**src/rtl/instr_encoder.sv**
```systemverilog
// instr_encoder: encodes symbolic MIPS instruction requests into 32-bit words
// and writes them to instruction memory at an auto-incrementing address.
module instr_encoder #(
    parameter int ADDR_W    = 10,
    parameter int BASE_ADDR = 0
) (
    input  logic              clk,
    input  logic              rst_n,
    input  logic              start,
    input  logic              in_valid,
    output logic              in_ready,
    input  logic [3:0]        op,
    input  logic [4:0]        rs,
    input  logic [4:0]        rt,
    input  logic [4:0]        rd,
    input  logic [15:0]       imm,
    input  logic [25:0]       target,
    output logic              mem_we,
    output logic [ADDR_W-1:0] mem_addr,
    output logic [31:0]       mem_wdata,
    output logic              busy,
    output logic              full,
    output logic              err,
    output logic [ADDR_W:0]   instr_count
);
    localparam logic [1:0] S_IDLE = 2'd0, S_ENC = 2'd1, S_WR = 2'd2;
    localparam logic [ADDR_W:0]   CAP  = (ADDR_W+1)'((1 << ADDR_W) - BASE_ADDR);
    localparam logic [ADDR_W-1:0] BASE = ADDR_W'(BASE_ADDR);

    logic [1:0]        state_q, state_d;
    logic [3:0]        op_q, op_d;
    logic [4:0]        rs_q, rs_d, rt_q, rt_d, rd_q, rd_d;
    logic [15:0]       imm_q, imm_d;
    logic [25:0]       target_q, target_d;
    logic [31:0]       word_q, word_d, enc_word;
    logic [ADDR_W-1:0] ptr_q, ptr_d;
    logic [ADDR_W:0]   cnt_q, cnt_d;
    logic              err_q, err_d, enc_legal;

    assign full        = cnt_q == CAP;
    assign in_ready    = state_q == S_IDLE && !full && !start;
    assign busy        = state_q != S_IDLE;
    assign mem_we      = state_q == S_WR;
    assign mem_addr    = ptr_q;
    assign mem_wdata   = word_q;
    assign err         = err_q;
    assign instr_count = cnt_q;

    // Fields an op does not use are dropped by construction of each word
    always_comb begin
        enc_legal = 1'b1;
        enc_word  = 32'd0;
        case (op_q)
            4'd0:    enc_word = {6'b000000, rs_q, rt_q, rd_q, 5'd0, 6'b100000};
            4'd1:    enc_word = {6'b000000, rs_q, rt_q, rd_q, 5'd0, 6'b100010};
            4'd2:    enc_word = {6'b000000, rs_q, rt_q, rd_q, 5'd0, 6'b100100};
            4'd3:    enc_word = {6'b000000, rs_q, rt_q, rd_q, 5'd0, 6'b100101};
            4'd4:    enc_word = {6'b000000, rs_q, rt_q, rd_q, 5'd0, 6'b101010};
            4'd5:    enc_word = {6'b100011, rs_q, rt_q, imm_q};
            4'd6:    enc_word = {6'b101011, rs_q, rt_q, imm_q};
            4'd7:    enc_word = {6'b001000, rs_q, rt_q, imm_q};
            4'd8:    enc_word = {6'b001100, rs_q, rt_q, imm_q};
            4'd9:    enc_word = {6'b000010, target_q};
            4'd10:   enc_word = {6'b000100, rs_q, rt_q, imm_q};
            4'd11:   enc_word = {6'b000101, rs_q, rt_q, imm_q};
            4'd12:   enc_word = 32'd0;
            default: enc_legal = 1'b0;
        endcase
    end

    always_comb begin
        state_d  = state_q;
        op_d     = op_q;
        rs_d     = rs_q;
        rt_d     = rt_q;
        rd_d     = rd_q;
        imm_d    = imm_q;
        target_d = target_q;
        word_d   = word_q;
        ptr_d    = ptr_q;
        cnt_d    = cnt_q;
        err_d    = err_q;
        if (start) begin
            state_d = S_IDLE;
            ptr_d   = BASE;
            cnt_d   = '0;
            err_d   = 1'b0;
        end else begin
            case (state_q)
                S_IDLE: if (in_valid && in_ready) begin
                    op_d     = op;
                    rs_d     = rs;
                    rt_d     = rt;
                    rd_d     = rd;
                    imm_d    = imm;
                    target_d = target;
                    state_d  = S_ENC;
                end
                S_ENC: begin
                    word_d  = enc_word;
                    err_d   = err_q | !enc_legal;
                    state_d = enc_legal ? S_WR : S_IDLE;
                end
                S_WR: begin
                    ptr_d   = ptr_q + 1'b1;
                    cnt_d   = cnt_q + 1'b1;
                    state_d = S_IDLE;
                end
                default: state_d = S_IDLE;
            endcase
        end
    end

    always_ff @(posedge clk or negedge rst_n) begin
        if (!rst_n) begin
            state_q  <= S_IDLE;
            op_q     <= '0;
            rs_q     <= '0;
            rt_q     <= '0;
            rd_q     <= '0;
            imm_q    <= '0;
            target_q <= '0;
            word_q   <= '0;
            ptr_q    <= BASE;
            cnt_q    <= '0;
            err_q    <= 1'b0;
        end else begin
            state_q  <= state_d;
            op_q     <= op_d;
            rs_q     <= rs_d;
            rt_q     <= rt_d;
            rd_q     <= rd_d;
            imm_q    <= imm_d;
            target_q <= target_d;
            word_q   <= word_d;
            ptr_q    <= ptr_d;
            cnt_q    <= cnt_d;
            err_q    <= err_d;
        end
    end
endmodule

```
**config.mk**
```make
export PLATFORM = sky130hd
export DESIGN_NAME = instr_encoder
export DESIGN_NICKNAME = d
export VERILOG_FILES = /design/src/rtl/instr_encoder.sv
export SDC_FILE = /design/constraint.sdc
export NUM_CORES = 1
export LEC_CHECK = 0
export ABC_AREA = 1
export ABC_CLOCK_PERIOD_IN_PS = 2000
export BUFFER_PORTS_ARGS = -buffer_cell sky130_fd_sc_hd__clkbuf_2
export CORE_MARGIN = 4
export CORE_UTILIZATION = 25
export CTS_CLUSTER_DIAMETER = 80
export CTS_CLUSTER_SIZE = 30
export DETAILED_ROUTE_END_ITERATION = 10
export HOLD_SLACK_MARGIN = 0.08
export MAX_ROUTING_LAYER = met4
export PLACE_DENSITY = 0.54
export SLEW_MARGIN = 5
export SYNTH_ARGS = -nofsm -noshare
export SYNTH_HDL_FRONTEND = slang
export SYNTH_SLANG_ARGS = --single-unit
```
**constraint.sdc**
```tcl
create_clock -name clk -period 2 [get_ports clk]
set_input_delay 0.6 -clock clk [delete_from_list [all_inputs] [get_ports clk]]
set_output_delay 0.6 -clock clk [all_outputs]
set_load 0.03 [all_outputs]
```
==> results of run 1 <==
[cells in the mapped netlist]
cell,count
nand2_1,291
dfrtp_1,116
nand3_1,72
inv_1,32
nor2_1,28
nand2_2,14
o21ai_0,14
a21oi_1,11
buf_4,10
nor3_1,8
nand4_1,7
buf_6,6
buf_2,5
inv_2,5
ha_1,3
nor2_4,3
clkbuf_1,2
nand3_4,2
a21oi_4,1
a22o_1,1
a22oi_1,1
buf_1,1
buf_8,1
conb_1,1
inv_4,1
nand3b_1,1
o311ai_0,1
or2_1,1
[cells by family (layout without fill, tap and decap cells)]
kind of cell	count (synthesis)	in the layout	synth area share [%]
AOI/OAI and AO/OA	29	29	3.16
buffers and inverters	63	224	6.44
DFF	116	116	55.2
adders and majority gates	3	3	0.714
and+or+nand+nor	427	427	34.4
other	1	2	0.0713
[registers in the layout, summed over array words and instances, names as in the netlist, 4 cells and up]
register     count
imm_q           16
rs_q             5
mem_addr        10
target_q        26
rt_q             5
op_q             4
instr_count     11
rd_q             5
mem_wdata       31
[placed cells by master, fill, tap and decap left out, drive strengths merged]
cell / Yosys / final
nand4: 7 / 7
buf: 23 / 28
o21ai: 14 / 14
clkinv: 0 / 6
inv: 38 / 38
conb: 1 / 1
nand2: 305 / 305
o311ai: 1 / 1
ha: 3 / 3
diode: 0 / 1
nand3: 74 / 74
bufinv: 0 / 3
clkinvlp: 0 / 5
a22oi: 1 / 1
a21oi: 12 / 12
a22o: 1 / 1
nor2: 31 / 31
clkbuf: 2 / 144
nor3: 8 / 8
or2: 1 / 1
nand3b: 1 / 1
dfrtp: 116 / 116
[timing repair]
| item | 4_1_cts | 5_1_grt |
|---|---|---|
| pin swaps | 1 | 2 |
| gates cloned | 0 | 9 |
| buffers inserted | 8 | 3 |
| endpoints found under the setup margin | 2 | 64 |
| resized for setup | 9 | 24 |
[worst paths after layout]
| path | cells after the start | slack [ns] | to |
|---|---|---|---|
| setup / recovery | 8 | -0.12 | in_ready |
| hold / removal | 2 | 0.17 | instr_count[9]$_DFFE_PN0P_ |
| setup reg to reg | 11 | 0.23 | imm_q[9]$_DFFE_PN0P_ |
| hold reg to reg | 2 | 0.48 | target_q[3]$_DFFE_PN0P_ |
| max in group asynchronous | 2 | 1.44 | rd_q[0]$_DFFE_PN0P_ |
| min in group clk | 3 | 0.38 | rd_q[1]$_DFFE_PN0P_ |
[where the power goes]
group / switching [mW] / total, mW / internal, mW / leakage, nW
logic: 1.02 / 1.52 / 0.499 / 2.03
registers: 0.247 / 2.98 / 2.74 / 1.50
clock network: 1.13 / 3.08 / 1.95 / 0.275
[area by class of cell]
cell class                 instances  area, um^2  area share (%)
multi-input combinational        460        2060            28.8
clock buffer                      19         433            6.06
timing repair buffer             153        1090            15.2
inverter                          38         155            2.17
clock inverter                    13         160            2.24
sequential                       116        2900            40.6
antenna                            1        2.50          0.0350
timing repair inverter             1        8.76           0.123
tap                              270         338            4.73
[per-layer routing]
layer / part of all wire (%) / vias to the layer above / GRT usage, %
met5: 0 / - / -
met4: 1.2 / 0 / 3.35
met3: 4.7 / 14 / 3.85
met2: 48 / 124 / 21.1
met1: 47 / 2198 / 17.7
li1: - / 2316 / -
==> metrics, run 1 <==
status=finished with violations; failing checks=negative setup slack; TritonCTS Buffers=17; Layout area overhead=35.8%; top-area cell type share of the netlist area=55.2%; WS Path Type=reg2out; Worst Hold Class=in2async; Clock Latency Late Sink=0.40 ns; dpl ws=0.155 ns; Setup WS post-layout=-0.119 ns; end-of-flow core utilization=34.9%; Req. time, crit path=between 1 and 1.5 ns; Critical Path End Type=output pin; CP Launch Type=flip-flop; FP Rows=52; Post-DP HPWL=between 10 and 15 mm; vias in the first global route=4848; final hold vios=0; crit-path cells=inv_2 -> ha_4 -> nand2_2 -> nor3_2 -> nand2_2 -> nand2_2 -> inv_2 -> buf_8; TritonCTS clock tree=yes; Period Utilization, post-route=106%; P per Cell Area=around 1100 nW/um^2; RSZ-0062 raised after global routing=yes; Initial Util=25.7%; Peak Freq=472 MHz; IO Port Bufs=approximately 120; Synth Instances=639; Synth Cell Area=5260 um^2; Placer Congestion=0.856; DR vias=4652; Hold Worst Slack=~0.17 ns; gr ovfl total=0; R2R Path Start=instr_count[0]$_DFFE_PN0P_; drt wl/cell=15.0 um; clk slew on worst S/H paths=0.06 ns; Area contributors post-synth=dfrtp_1 55%, nand2_1 21%, nand3_1 6.8%; Avg Cell Area, Syn=8.23 um^2; Synth Warn #=0; VDD IR max=585 uV; DRC Markers=0; Yosys reg bits=116; Slew Limit Fails=0; DIE HEIGHT=~150 um; Placed Cells incl. Taps=about 1000; leakage power=3.80 nW; # IOs=123; Synth area leader=dfrtp_1; CTS Hold Bufs=0; Die Wd=153 um; Initial DRT Pass Iterations=4; CP arrival=1.52 ns; worst setup path start=instr_count[0]$_DFFE_PN0P_; clk_skew=0.00689 ns; final setup fails=2; area post-placement=just over 6000 um^2; max-cap violations=0; core region area=20500 um^2; Tmin final=2.12 ns; largest net degree at the start of global routing=71; synth unique cells=28; share of cells above drive strength 1=27.8%; post-synthesis sequential area ratio=55.2%; CP max stage cell=dfrtp_1; vias per cell=4.34; CTS sink cnt=approximately 120; TNS Setup=-0.187 ns; 1st-iter DRT viols=159; total wire length=16.1 mm; max incr delay on CP=between 0.3 and 0.4 ns; initial antenna violation count=1; clock buffer depth=2; CTS HTree Levels=4; Nets=855; post-route total power=7.59 mW; delay-heaviest family, CP=flip-flops; final std cells w/o fill=1071; first-pass GRT wire length=24.9 mm; CP most frequent cell=nand2_2; post-synth net total=707; All-Layer GR Usage=13.6%; crit path max fanout=3; final instance area=7150 um^2; layout filler cell count=2166; Root Driver=clkbuf_16; die area=23400 um^2; antenna-violating nets left=0; WP buf/inv=3
No activity file was read; power rests on OpenSTA's default activity.
==> run 2, diff against run 1 <==
Settings changed: CELL_PAD_IN_SITES_DETAIL_PLACEMENT set to 1, CELL_PAD_IN_SITES_GLOBAL_PLACEMENT set to 2, PLACE_DENSITY 0.54 to 0.77.
==> metrics, run 2 (same netlist as run 1, synthesis figures left out) <==
Critical Path End Type=output pin; TritonCTS Buffers=17; # IOs=123; reg2reg end=rt_q[1]$_DFFE_PN0P_; Clock Latency Late Sink=0.41 ns; largest net degree at the start of global routing=36; commonest non-fill, non-tap cell in the layout=nand2_1; Seq pwr share=between 40% and 50%; clk slew on worst S/H paths=roughly 0.06 ns; max-cap violations=0; FF-to-FF path depth=11; share of cells above drive strength 1=27.0%; drt wl/cell=between 10 and 15 um; gr ovfl total=0; WS Path Type=reg2out; Placer Congestion=slightly below 0.8; Critical Path Sink=in_ready; Sw Pwr=2.36 mW; Post-DP HPWL=between 10 and 15 mm; Period Utilization, post-route=105%; Slew Limit Fails=0; area post-placement=6270 um^2; clock share of power=a little under two fifths; clock buffer depth=2; core region area=20500 um^2; final std cells w/o fill=1068; dpl ws=0.121 ns; DR vias=4589; P per Cell Area=approximately 1000 nW/um^2; first-pass GRT wire length=25.9 mm; IO Port Bufs=121; Nets=about 850; TNS Setup=-0.178 ns; Initial Util=25.7%; end-of-flow core utilization=33.6%; Worst Hold Class=in2async; CTS HTree Levels=4; DRC Markers=0; worst setup path start=instr_count[0]$_DFFE_PN0P_; crit path max fanout=3; total wire length=15.8 mm; initial antenna violation count=1; final setup fails=2; Gate power share=20.6%; FP Rows=52; max reg flops=31; CP arrival=~1.5 ns; Layout area overhead=30.8%; Initial DRT Pass Iterations=4; CTS Hold Bufs=0; vias in the first global route=between 4000 and 5000; antenna-violating nets left=0; CTS sink cnt=116; DIE HEIGHT=about 150 um; R2R Path Start=instr_count[0]$_DFFE_PN0P_; Tmin final=~2.1 ns; clk_skew=0.0109 ns; Sw Share=33.2%; Pint=between 4 and 5 mW; vias per cell=4.30; final hold vios=0; final instance area=about 6900 um^2; All-Layer GR Usage=14.2%; Die Wd=153 um; TritonCTS clock tree=yes; VDD IR max=517 uV; highest-count cells in the layout ignoring fill and taps=290 x nand2_1, 118 x clkbuf_2, 115 x dfrtp_1; 1st-iter DRT viols=roughly 150; die area=23400 um^2; RSZ-0062 raised after global routing=yes; Peak Freq=474 MHz; Root Driver=clkbuf_16; layout filler cell count=2505; leakage power=3.69 nW; failing checks=negative setup slack; Setup WS post-layout=-0.110 ns; Req. time, crit path=1.40 ns; reg2reg setup slack=0.20 ns; CP Launch Type=flip-flop; post-route total power=7.12 mW; Hold Worst Slack=0.118 ns; status=finished with violations; Placed Cells incl. Taps=a little over 1000
==> run 2: layer usage <==
metal	routed length, um	part of all wire, %	vias to the layer above	GRT usage (%)
met1	7710	49	2165	19.0
met4	104	0.66	0	3.69
met3	769	4.9	11	3.65
met2	7230	46	107	21.5
met5	0	0	-	-
li1	-	-	2306	-
==> run 2: area by class of cell <==
| type | count | area [um^2] | area share, % |
|---|---|---|---|
| clock inverter | 13 | 86.3 | 1.25 |
| inverter | 38 | 145 | 2.11 |
| sequential | 116 | 2900 | 42.2 |
| timing repair buffer | 152 | 936 | 13.6 |
| antenna | 1 | 2.50 | 0.0364 |
| tap | 270 | 338 | 4.91 |
| clock buffer | 18 | 429 | 6.24 |
| multi-input combinational | 460 | 2040 | 29.6 |
==> run 2: power groups by stage <==
| stage | Combinational (mW) | Sequential [mW] | Clock [mW] |
|---|---|---|---|
| final | 1.46 | 3.00 | 2.66 |
| after global routing | 1.64 | 3.05 | 2.89 |
| after CTS | 1.50 | 3.00 | 2.77 |
| after detailed placement | 1.49 | 3.03 | 0 |
| after global placement | 1.46 | 3.03 | 0 |
| after floorplan | 0.626 | 3.31 | 0 |
==> run 2: worst max-delay path: stages (launching register included) <==
cell	delay, ns
dfrtp_1	0.39
inv_2	0.08
ha_4	0.13
nand2_2	0.04
nor3_2	0.10
nand2_1	0.10
nand2_1	0.09
inv_2	0.04
buf_8	0.12
==> run 2: worst min-delay path by stage <==
stage                               start                          to  cells after the start
detailed placement  imm_q[13]$_DFFE_PN0P_       imm_q[13]$_DFFE_PN0P_                      2
global route                        rst_n  instr_count[3]$_DFFE_PN0P_                      1
CTS                                 rst_n  instr_count[2]$_DFFE_PN0P_                      1
floorplan                           rst_n             err$_DFFE_PN0P_                      0
global placement      rd_q[2]$_DFFE_PN0P_         rd_q[2]$_DFFE_PN0P_                      2
finish                              rst_n  instr_count[3]$_DFFE_PN0P_                      1
==> run 2: timing repair <==
item | 4_1_cts | 5_1_grt
setup buffers | 6 | 1
pin swaps | 4 | 4
cloned | 0 | 0
endpoints found under the setup margin | 2 | 3
resized for setup | 10 | 4
==> run 3, diff against run 2 <==
Settings changed: CAP_MARGIN set to 30, CORE_UTILIZATION 25 to 31, PLACE_DENSITY 0.77 to 0.9.
==> metrics, run 3 (same netlist as run 1, synthesis figures left out) <==
status=finished with violations; failing checks=negative setup slack; P per Cell Area=~1100 nW/um^2; Req. time, crit path=between 1 and 1.5 ns; Slew Limit Fails=0; Worst Hold Class=in2async; Critical Path End Type=output pin; Die Wd=~140 um; n_diodes=0; final hold vios=0; Placer Congestion=0.783; vias in the first global route=~5000; Post-DP HPWL=11.0 mm; area post-placement=6170 um^2; 1st-iter DRT viols=185; IO Port Bufs=roughly 120; antenna-violating nets left=0; Seq. cell area=2900 um^2; total wire length=~17 mm; commonest non-fill, non-tap cell in the layout=nand2_1; Tmin final=about 2.2 ns; CTS HTree Levels=4; max incr delay on CP=roughly 0.40 ns; VDD IR max=613 uV; final instance area=7300 um^2; core region area=16600 um^2; Initial DRT Pass Iterations=4; WS Path Type=reg2out; first-pass GRT wire length=about 26 mm; DIE HEIGHT=138 um; Nets=869; final setup fails=64; FP Rows=47; DRC Markers=0; initial antenna violation count=0; Peak Freq=455 MHz; Setup WS post-layout=-0.197 ns; vias per cell=4.68; TritonCTS clock tree=yes; crit-path cells=inv_2 -> ha_4 -> nand2_2 -> nor3_2 -> nand2_2 -> nand2_2 -> inv_2 -> buf_8; gr ovfl total=0; TritonCTS Buffers=17; Layout area overhead=38.8%; CP arrival=1.60 ns; Clock Latency Late Sink=between 0.4 and 0.5 ns; DR vias=slightly below 5000; clk slew on worst S/H paths=approximately 0.06 ns; drt wl/cell=16.4 um; # IOs=~120; die area=around 19000 um^2; crit path max fanout=3; CTS sink cnt=116; layout filler cell count=2013; Root Driver=clkbuf_16; clock buffer depth=2; Period Utilization, post-route=110%; RSZ-0062 raised after global routing=yes; max reg flops=31; clk_skew=between 0.01 and 0.015 ns; All-Layer GR Usage=between 10% and 20%; Initial Util=between 30% and 40%; CP Launch Type=flip-flop; largest net degree at the start of global routing=48; Hold Worst Slack=0.122 ns; max-cap violations=0; highest-count cells in the layout ignoring fill and taps=256 x nand2_1, 118 x clkbuf_2, 116 x dfrtp_1; CP most frequent cell=nand2_2; CP max stage cell=dfrtp_1; leakage power=3.90 nW; share of cells above drive strength 1=between 30% and 40%; Multi-input gate area=2130 um^2
-- run 3: layout make-up --
cell class / instances / share of cell area [%]
Inverter: 38 / 2.12
Clock buffer: 18 / 6.01
Tap cell: 220 / 3.77
Multi-Input combinational cell: 460 / 29.2
Sequential cell: 116 / 39.7
Timing Repair Buffer: 167 / 16.6
Clock inverter: 14 / 2.43
Timing Repair inverter: 1 / 0.154
-- run 3: worst max-delay path, delay by kind of cell (launching register included) --
family / cells / cell delay (ns)
adders and majority gates: 1 / 0.13
DFF: 1 / 0.40
buffers and inverters: 3 / 0.28
and+or+nand+nor: 4 / 0.37
-- run 3: power by group --
group          total, mW  internal, mW  switching, mW
Sequential          3.01          2.74          0.270
Combinational       1.57         0.525           1.05
Clock               3.17          2.00           1.17
Total               7.75          5.26           2.49
-- run 3: metrics by stage --
step | instances | power, mW | setup WS, ns | util, % | setup TNS [ns]
final | 1034 | 7.75 | -0.197 | 44.0 | -7.34
after global routing | 1034 | 8.16 | -0.285 | 44.0 | -13.78
after CTS | 1014 | 7.71 | -0.179 | 41.5 | -0.851
after detailed placement | 976 | 4.50 | 0.137 | 37.2 | 0
after global placement | 976 | 4.47 | 0.155 | 37.2 | 0
after floorplan | 639 | 3.93 | 0.0531 | - | 0
-- run 3: final timing paths --
check	slack, ns	end	cells after the start	start
max in group asynchronous	1.28	imm_q[11]$_DFFE_PN0P_	2	rst_n
hold reg to reg	0.48	target_q[14]$_DFFE_PN0P_	2	target_q[14]$_DFFE_PN0P_
setup / recovery	-0.20	in_ready	8	instr_count[0]$_DFFE_PN0P_
setup reg to reg	-0.18	rt_q[4]$_DFFE_PN0P_	15	instr_count[0]$_DFFE_PN0P_
hold / removal	0.12	instr_count[2]$_DFFE_PN0P_	1	rst_n
min in group clk	0.37	target_q[18]$_DFFE_PN0P_	3	target[18]
-- run 3: per-layer routing --
layer | track usage, % | part of all wire [%]
met3 | 4.11 | 3.3
met4 | 4.42 | 1.0
met5 | - | 0
met2 | 27.8 | 51
met1 | 21.7 | 44
-- run 3: what timing repair did --
item	4_1_cts	5_1_grt
setup endpoints to repair	2	64
hold buffers	0	0
gates resized for setup	11	64
hold endpoints to repair	0	0
pin swaps	1	3
cloned	0	8
setup buffers	6	12
